--- config.mk ---
export PLATFORM = sky130hd
export DESIGN_NAME = shift_reg_seq_ctrl
export DESIGN_NICKNAME = d
export VERILOG_FILES = /design/src/rtl/shift_reg_seq_ctrl.sv
export SDC_FILE = /design/constraint.sdc
export NUM_CORES = 1
export LEC_CHECK = 0
export CAP_MARGIN = 15
export CORE_MARGIN = 3
export CORE_UTILIZATION = 47
export CTS_CLUSTER_SIZE = 28
export DETAILED_ROUTE_END_ITERATION = 10
export PLACE_DENSITY_LB_ADDON = 0.1
export SLEW_MARGIN = 20
export SYNTH_ARGS = -nofsm -noshare
export SYNTH_HDL_FRONTEND = slang
export SYNTH_SLANG_ARGS = --single-unit
--- constraint.sdc ---
create_clock -name clk -period 2.8 [get_ports clk]
set_input_delay 0.56 -clock clk [delete_from_list [all_inputs] [get_ports clk]]
set_output_delay 0.56 -clock clk [all_outputs]
set_load 0.01 [all_outputs]
--- src/rtl/shift_reg_seq_ctrl.sv ---
// Command sequencer for a 4-bit universal shift register.
// Takes one LOAD/SHR/SHL/ROTR command at a time over valid/ready.
// It drives the register's mode, parallel input and serial input until the command completes.
// During shifts it feeds the register's own contents back in, so each edge moves the current value.
module shift_reg_seq_ctrl #(
    parameter int WIDTH = 4,
    parameter int CNT_W = 3
) (
    input  logic             clk,
    input  logic             rst,
    input  logic             cmd_valid,
    output logic             cmd_ready,
    input  logic [1:0]       cmd_op,
    input  logic [CNT_W-1:0] cmd_cnt,
    input  logic [WIDTH-1:0] cmd_data,
    input  logic             cmd_sin,
    input  logic [WIDTH-1:0] q_in,
    output logic [1:0]       s,
    output logic [WIDTH-1:0] din,
    output logic             sin,
    output logic             busy,
    output logic             done
);

    typedef enum logic [1:0] {
        ST_IDLE  = 2'b00,
        ST_LOAD  = 2'b01,
        ST_SHIFT = 2'b10,
        ST_DONE  = 2'b11
    } state_t;

    localparam logic [1:0] OP_LOAD = 2'b00;
    localparam logic [1:0] OP_SHR  = 2'b01;
    localparam logic [1:0] OP_SHL  = 2'b10;
    localparam logic [1:0] OP_ROTR = 2'b11;

    localparam logic [1:0] MODE_HOLD = 2'b00;
    localparam logic [1:0] MODE_SHR  = 2'b01;
    localparam logic [1:0] MODE_SHL  = 2'b10;
    localparam logic [1:0] MODE_LOAD = 2'b11;

    localparam logic [CNT_W-1:0] REM_ZERO = '0;
    localparam logic [CNT_W-1:0] REM_ONE  = {{(CNT_W-1){1'b0}}, 1'b1};

    state_t           state_q, state_d;
    logic [CNT_W-1:0] rem_q, rem_d;
    logic [1:0]       op_q, op_d;
    logic [WIDTH-1:0] data_q, data_d;
    logic             sin_q, sin_d;
    logic             accept;

    // Ready only while idle and not being reset, so a command is never taken on a reset edge.
    always_comb begin
        cmd_ready = (state_q == ST_IDLE) && !rst;
        accept    = cmd_valid && cmd_ready;
    end

    // Next-state logic: capture the command on accept, then count shifts down to completion.
    always_comb begin
        state_d = state_q;
        rem_d   = rem_q;
        op_d    = op_q;
        data_d  = data_q;
        sin_d   = sin_q;
        case (state_q)
            ST_IDLE: begin
                if (accept) begin
                    op_d   = cmd_op;
                    data_d = cmd_data;
                    sin_d  = cmd_sin;
                    rem_d  = cmd_cnt;
                    if (cmd_op == OP_LOAD) begin
                        state_d = ST_LOAD;
                    end else if (cmd_cnt == REM_ZERO) begin
                        state_d = ST_DONE;
                    end else begin
                        state_d = ST_SHIFT;
                    end
                end
            end
            ST_LOAD: begin
                state_d = ST_DONE;
            end
            ST_SHIFT: begin
                rem_d = rem_q - REM_ONE;
                if (rem_q == REM_ONE) begin
                    state_d = ST_DONE;
                end
            end
            ST_DONE: begin
                state_d = ST_IDLE;
            end
            default: begin
                state_d = ST_IDLE;
            end
        endcase
    end

    // State and capture registers; reset also abandons any command in flight.
    always_ff @(posedge clk) begin
        if (rst) begin
            state_q <= ST_IDLE;
            rem_q   <= '0;
            op_q    <= OP_LOAD;
            data_q  <= '0;
            sin_q   <= 1'b0;
        end else begin
            state_q <= state_d;
            rem_q   <= rem_d;
            op_q    <= op_d;
            data_q  <= data_d;
            sin_q   <= sin_d;
        end
    end

    // Register controls decoded from the current state.
    // While shifting, q_in passes straight through so each edge moves the present contents.
    always_comb begin
        s    = MODE_HOLD;
        din  = '0;
        sin  = 1'b0;
        busy = 1'b0;
        done = 1'b0;
        case (state_q)
            ST_LOAD: begin
                s    = MODE_LOAD;
                din  = data_q;
                busy = 1'b1;
            end
            ST_SHIFT: begin
                busy = 1'b1;
                din  = q_in;
                case (op_q)
                    OP_SHL: begin
                        s   = MODE_SHL;
                        sin = sin_q;
                    end
                    OP_ROTR: begin
                        s   = MODE_SHR;
                        sin = q_in[0];
                    end
                    OP_SHR: begin
                        s   = MODE_SHR;
                        sin = sin_q;
                    end
                    default: begin
                        s   = MODE_HOLD;
                        sin = 1'b0;
                    end
                endcase
            end
            ST_DONE: begin
                done = 1'b1;
            end
            default: begin
                s = MODE_HOLD;
            end
        endcase
    end

endmodule

==> reports/results.ini <==
[power_and_ir_drop]
static-leakage-power_nw=0.415
vdd_ir_drop_max_mv=0.517
comb_power_share_pct=58.9
power.density_mw_per_mm2=786
internal_power_w=0.000506
switching_share_pct=41.7
seq_power_share_pct=28.4
p_sw_w=0.000361
power.share.clock_pct=12.7

[worst_setup_path]
worst_setup_path_end_kind=primary output
r2r-start=state_q[0]$_SDFFE_PP0P_
critPathRequiredTime_ns=2.24
critPathSlowestCell=clkdlybuf4s50_1
worstPathArrival_ns=2.11
cp_cell_sequence=inv_1 -> ha_1 -> nand2b_1 -> nor2_1 -> o21a_1 -> clkdlybuf4s50_1
critical_path.startpoint=state_q[0]$_SDFFE_PP0P_
critical_path.startpoint_type=flip-flop
critPathKind=reg -> out
max_stage_delay_ns=0.52
timing.critical_path.fanout_max=13

[cts]
tritoncts=yes
gates_resized_cts_repair=0
clock_sinks=12
tritoncts.num_buffers=3
cts-htree-levels=1
cts.reportedPaths.clkPinSlew_ns=0.07
cts_setup_buffers=0
clock_path_buffers=2
worstSkewPairLatency_ns=0.28
clock-root-buffer=clkbuf_4
postCtsHoldBufs=0

[sta]
clock_skew_ns=0.000870
final_critical_path_setup_slack_ns=0.131
worst-slew-pin-transition_ns=0.524
final_period_minus_worst_setup_slack_ns=2.67
hold_viol=0
setup_tns_final_ns=0
drv_slew=0
min_period_over_period_pct=95.3
fmax_mhz=375
setup_viol=0
grt_setup_unrepaired=false
relative_max_transition_margin_pct=65.1

[finish]
final_layout_size_suffix_gt1_share_pct=6.35
mostFrequentLayoutCells=clkdlybuf4s50_1, a21oi_1, dfxtp_1
mostFrequentLayoutCell=clkdlybuf4s50_1
syn_to_final_growth_pct=36.8
antenna_cells_inserted=0
final_nets=155
layout.filler_cells=126

[global_route]
grt_usage_pct=20.4
first_global_vias=707
grt.overflow.total=0
antenna_violations_before_repair=0
grt_max_degree=15
grt_pass1_wl_mm=3.12

[floorplan]
ios=27
die_y_um=47.4
rows=14
floorplan.initialDensity_pct=51.7
area_of_the_die_mm2=0.00225
core_area_mm2=0.00156
floorplan.die.width_um=47.4

[synthesis]
synth_seq_area_share_pct=29.8
syn_area_per_cell_um2=8.14
yosysUniqueCellTypes=25
postSynthRegisterBits=12
synthesis.instances=99
post_synth_instance_area_um2=806
yosysWarningCount=0
postSynthNetCount=126

[place]
gp_congestion=0.673
place.detailed.hpwl_mm=1.39
worst_slack_after_detailed_placement_ns=0.419
input_output_buffers=26

[min_path]
hold_path.class=reg -> reg
holdCritStartpoint=data_q[3]$_SDFFE_PP0P_

[run_status]
run_status=finished, final reports clean

[flow_run]
maxCapViolations=0

[routing]
firstDrtPassIters=4
avgRoutedWirePerCell_um=13.4
sum_of_routed_wire_length_over_all_layers_mm=1.90
first_iter_violations=7
antenna_violating_nets_post_route=0
drc=0
vias=781
avgViaCountPerCell=5.50

-- synth_stat cells, drive strengths merged --
| library cell | number | area [um2] |
|---|---|---|
| o31ai | 1 | 7.51 |
| o21a | 1 | 7.51 |
| buf | 3 | 17.5 |
| a21oi | 12 | 60.1 |
| o21ai | 2 | 13.8 |
| inv | 7 | 26.3 |
| nor2b | 6 | 37.5 |
| nor2 | 9 | 33.8 |
| nand2b | 4 | 32.5 |
| o211ai | 1 | 7.51 |
| nand2 | 10 | 37.5 |
| nand3 | 7 | 35.0 |
| ha | 10 | 125 |
| nor3 | 1 | 5.00 |
| mux2i | 3 | 42.5 |
| a21bo | 1 | 10.0 |
| a221oi | 1 | 8.76 |
| o2bb2ai | 1 | 8.76 |
| clkbuf | 1 | 3.75 |
| dfxtp | 12 | 240 |
| a22oi | 6 | 45.0 |
-- area by class of cell --
class / count / area, um2 / area share (%)
clock buffers: 3 / 22.5 / 2.04
inverters: 7 / 26.3 / 2.38
multi-input cells: 76 / 518 / 47.0
flip-flops and latches: 12 / 240 / 21.8
well taps: 16 / 20.0 / 1.82
repair buffers: 28 / 275 / 25.0
-- critical path, delay by kind of cell, from the launching register on --
kind | cells | cell delay [ns]
buffers and inverters | 2 | 0.62
adders and majority gates | 1 | 0.50
DFF | 1 | 0.33
and+or+nand+nor | 2 | 0.26
AOI/OAI and AO/OA | 1 | 0.11
-- cell families (layout without fill, tap and decap cells) --
| family | count (synthesis) | after routing | synth area share [%] |
|---|---|---|---|
| multiplexers | 3 | 3 | 5.28 |
| AO/OA/AOI/OAI | 26 | 26 | 21.0 |
| AND/OR/NAND/NOR | 37 | 37 | 22.5 |
| flip-flops | 12 | 12 | 29.8 |
| buffers and inverters | 11 | 38 | 5.90 |
| adder cells (fa/ha/maj) | 10 | 10 | 15.5 |
-- power by group through the flow --
stage / combinational [W] / sequential (W) / clock, W
finish: 0.000510 / 0.000246 / 0.000110
global route: 0.000568 / 0.000250 / 0.000121
CTS: 0.000509 / 0.000245 / 0.000114
detailed placement: 0.000506 / 0.000249 / 0
global placement: 0.000497 / 0.000246 / 0
floorplan: 0.000345 / 0.000241 / 0
-- sequential cells by signal, indices dropped and copies added (netlist names) --
signal   flops
op_q         2
rem_q        3
data_q       4
state_q      2
sin_q        1
-- metal layers --
metal	GRT usage, %	vias up	part of all wire (%)
li1	-	396	-
met1	27.8	354	46
met2	30.7	24	47
met3	3.45	7	3.9
met4	9.94	0	2.5
met5	0	-	0
-- final timing paths --
check                                               to  slack [ns]  cells after the start
worst max-delay path                              s[0]        0.13                      6
worst max register to register   rem_q[0]$_SDFFE_PP0P_        0.95                      6
worst min-delay path            data_q[3]$_SDFFE_PP0P_        0.46                      2
worst min register to register  data_q[3]$_SDFFE_PP0P_        0.46                      2
-- per-stage QoR --
| stage | utilization, % | hold WS, ns | instances | cell area [um2] | power (W) |
|---|---|---|---|---|---|
| 6_report | 70.7 | 0.464 | 142 | 1100 | 0.000866 |
| 5_1_grt | 70.7 | 0.484 | 142 | 1100 | 0.000939 |
| 4_1_cts | 70.7 | 0.460 | 142 | 1100 | 0.000868 |
| 3_5_place_dp | 69.3 | 0.451 | 139 | 1080 | 0.000754 |
| 3_3_place_gp | 69.3 | 0.446 | 139 | 1080 | 0.000743 |
| 2_1_floorplan | - | 0.436 | 99 | 806 | 0.000586 |
No activity file was read; power rests on OpenSTA's default activity.
==> RTL change: new RTL, same settings <==
Encoding of `state_t`: now one-hot (4 bits for 4 states).
--- a/src/rtl/shift_reg_seq_ctrl.sv
+++ b/src/rtl/shift_reg_seq_ctrl.sv
@@ -23,9 +23,9 @@
 );
 
-    typedef enum logic [1:0] {
-        ST_IDLE  = 2'b00,
-        ST_LOAD  = 2'b01,
-        ST_SHIFT = 2'b10,
-        ST_DONE  = 2'b11
+    typedef enum logic [3:0] {
+        ST_IDLE  = 4'b0001,
+        ST_LOAD  = 4'b0010,
+        ST_SHIFT = 4'b0100,
+        ST_DONE  = 4'b1000
     } state_t;
 
Behaviour: no difference found for any inputs over 10 cycles, from zero or initial values and one cycle with rst high; not proved beyond that.
==> RTL change against the unedited design <==
Wire length grew 13%. Sequential cell count increased by 2. Worst hold slack better by 0.017 ns. Cell count up 13%. Sequential share of layout area increased by 1.6 points. Worst setup slack gained 0.028 ns. Design area up 8.6%. Synthesized area is 10% higher.
Power is not compared: it rests on default switching activity, and its combinational part moved more than twofold at a synthesized area within 25%.
==> RTL change: results (changes against the unedited design) <==
outcome: finished, final reports clean (unchanged)
arrival time at the worst endpoint: 2.08 ns (was 2.11 ns)
fraction of area in multi-input gates: 0.448 (was 0.470)
buffer share of cell area: 0.236 (was 0.250)
Top Family by Delay on Critical Path: simple AND/OR/NAND/NOR gates (was buffers and inverters)
adder-cell share of the synthesized area: 0.0845 (was 0.155)
WL/cell: 13.4 um (about the same)
vias in the first global route: 890 (was 707)
met1 track demand over resource: 0.239 (was 0.278)
Syn Nets: 133 (was 126)
worst-margin pin slew: 0.549 ns (was 0.524 ns)
Max FO, Critical Path: 10 (was 13)
CTS Sinks: 14 (was 12)
Seq/total area: 0.234 (was 0.218)
clock-pin slew on the worst setup and hold paths: 0.09 ns (was 0.07 ns)
gpl congestion: 0.861 (was 0.673)
Detail Route met2 WL: 1040 um (was 897 um)
first-pass GRT wire length: 3700 um (was 3120 um)
CLK BUF: 4 (was 3)
top flop regs: data_q: 4 flops, state_q: 4 flops, rem_q: 3 flops (was data_q: 4 flops, rem_q: 3 flops)
comb_multi_in: 80 (was 76)
dpl cell area: 1160 um^2 (was 1080 um^2)
GRT met2 Usage: 0.317 (was 0.307)
share of cells above drive strength 1: 0.0741 (was 0.0635)
met3 routed WL: 87 um (was 74 um)
Total Wirelength: 2150 um (was 1900 um)
Buffers excl. clock: 29 (was 28)
Iteration-0 DRC Markers: 25 (was 7)
Met1 Routed Length: 988 um (was 879 um)
Syn Area/Cell: 8.08 um^2 (was 8.14 um^2)
Filler cells: 171 (was 126)
nonclk inv count: 8 (was 7)
top post-synthesis cells by area: dfxtp_1, ha_1, nand3_1, nand2b_1, o21ai_0 (was dfxtp_1, ha_1, a21oi_1, a22oi_1, nand2_1)
Commonest cells post-synth: dfxtp_1, nor2_1, nand3_1 (was a21oi_1, dfxtp_1, ha_1, nand2_1, nor2_1)
Clock Network Area Fraction: 0.0303 (was 0.0204)
mux contribution to synthesized area: 0 (was 0.0528)
GRT Util Overall: 0.194 (was 0.204)
slowest stage delay, CP: 0.55 ns (was 0.52 ns)
## RTL change: cell types whose count changed in the layout (fill, tap and decap cells not counted), sizes merged, moves of 3 or more
| cell | unedited run | this run |
|---|---|---|
| nor2b | 6 | 3 |
| nand2 | 10 | 1 |
| mux2i | 3 | 0 |
| nand2b | 4 | 7 |
| o21ai | 2 | 8 |
| nor4b | 0 | 3 |
| a21oi | 12 | 2 |
| ha | 10 | 6 |
## RTL change: cell families (layout without fill, tap and decap cells)
| kind of cell | Yosys count | in the layout |
|---|---|---|
| and+or+nand+nor | 45 | 45 |
| AOI/OAI and AO/OA | 29 | 29 |
| buffers and inverters | 16 | 41 |
| DFF | 14 | 14 |
| adders and majority gates | 6 | 6 |
## RTL change: worst paths after layout
kind / from / to / slack [ns] / cells after the start
min: data_q[1] / data_q[1] / 0.48 / 2
min reg2reg: data_q[1] / data_q[1] / 0.48 / 2
max: state_q[1] / din[2] / 0.16 / 4
max reg2reg: state_q[1] / data_q[2] / 1.13 / 3
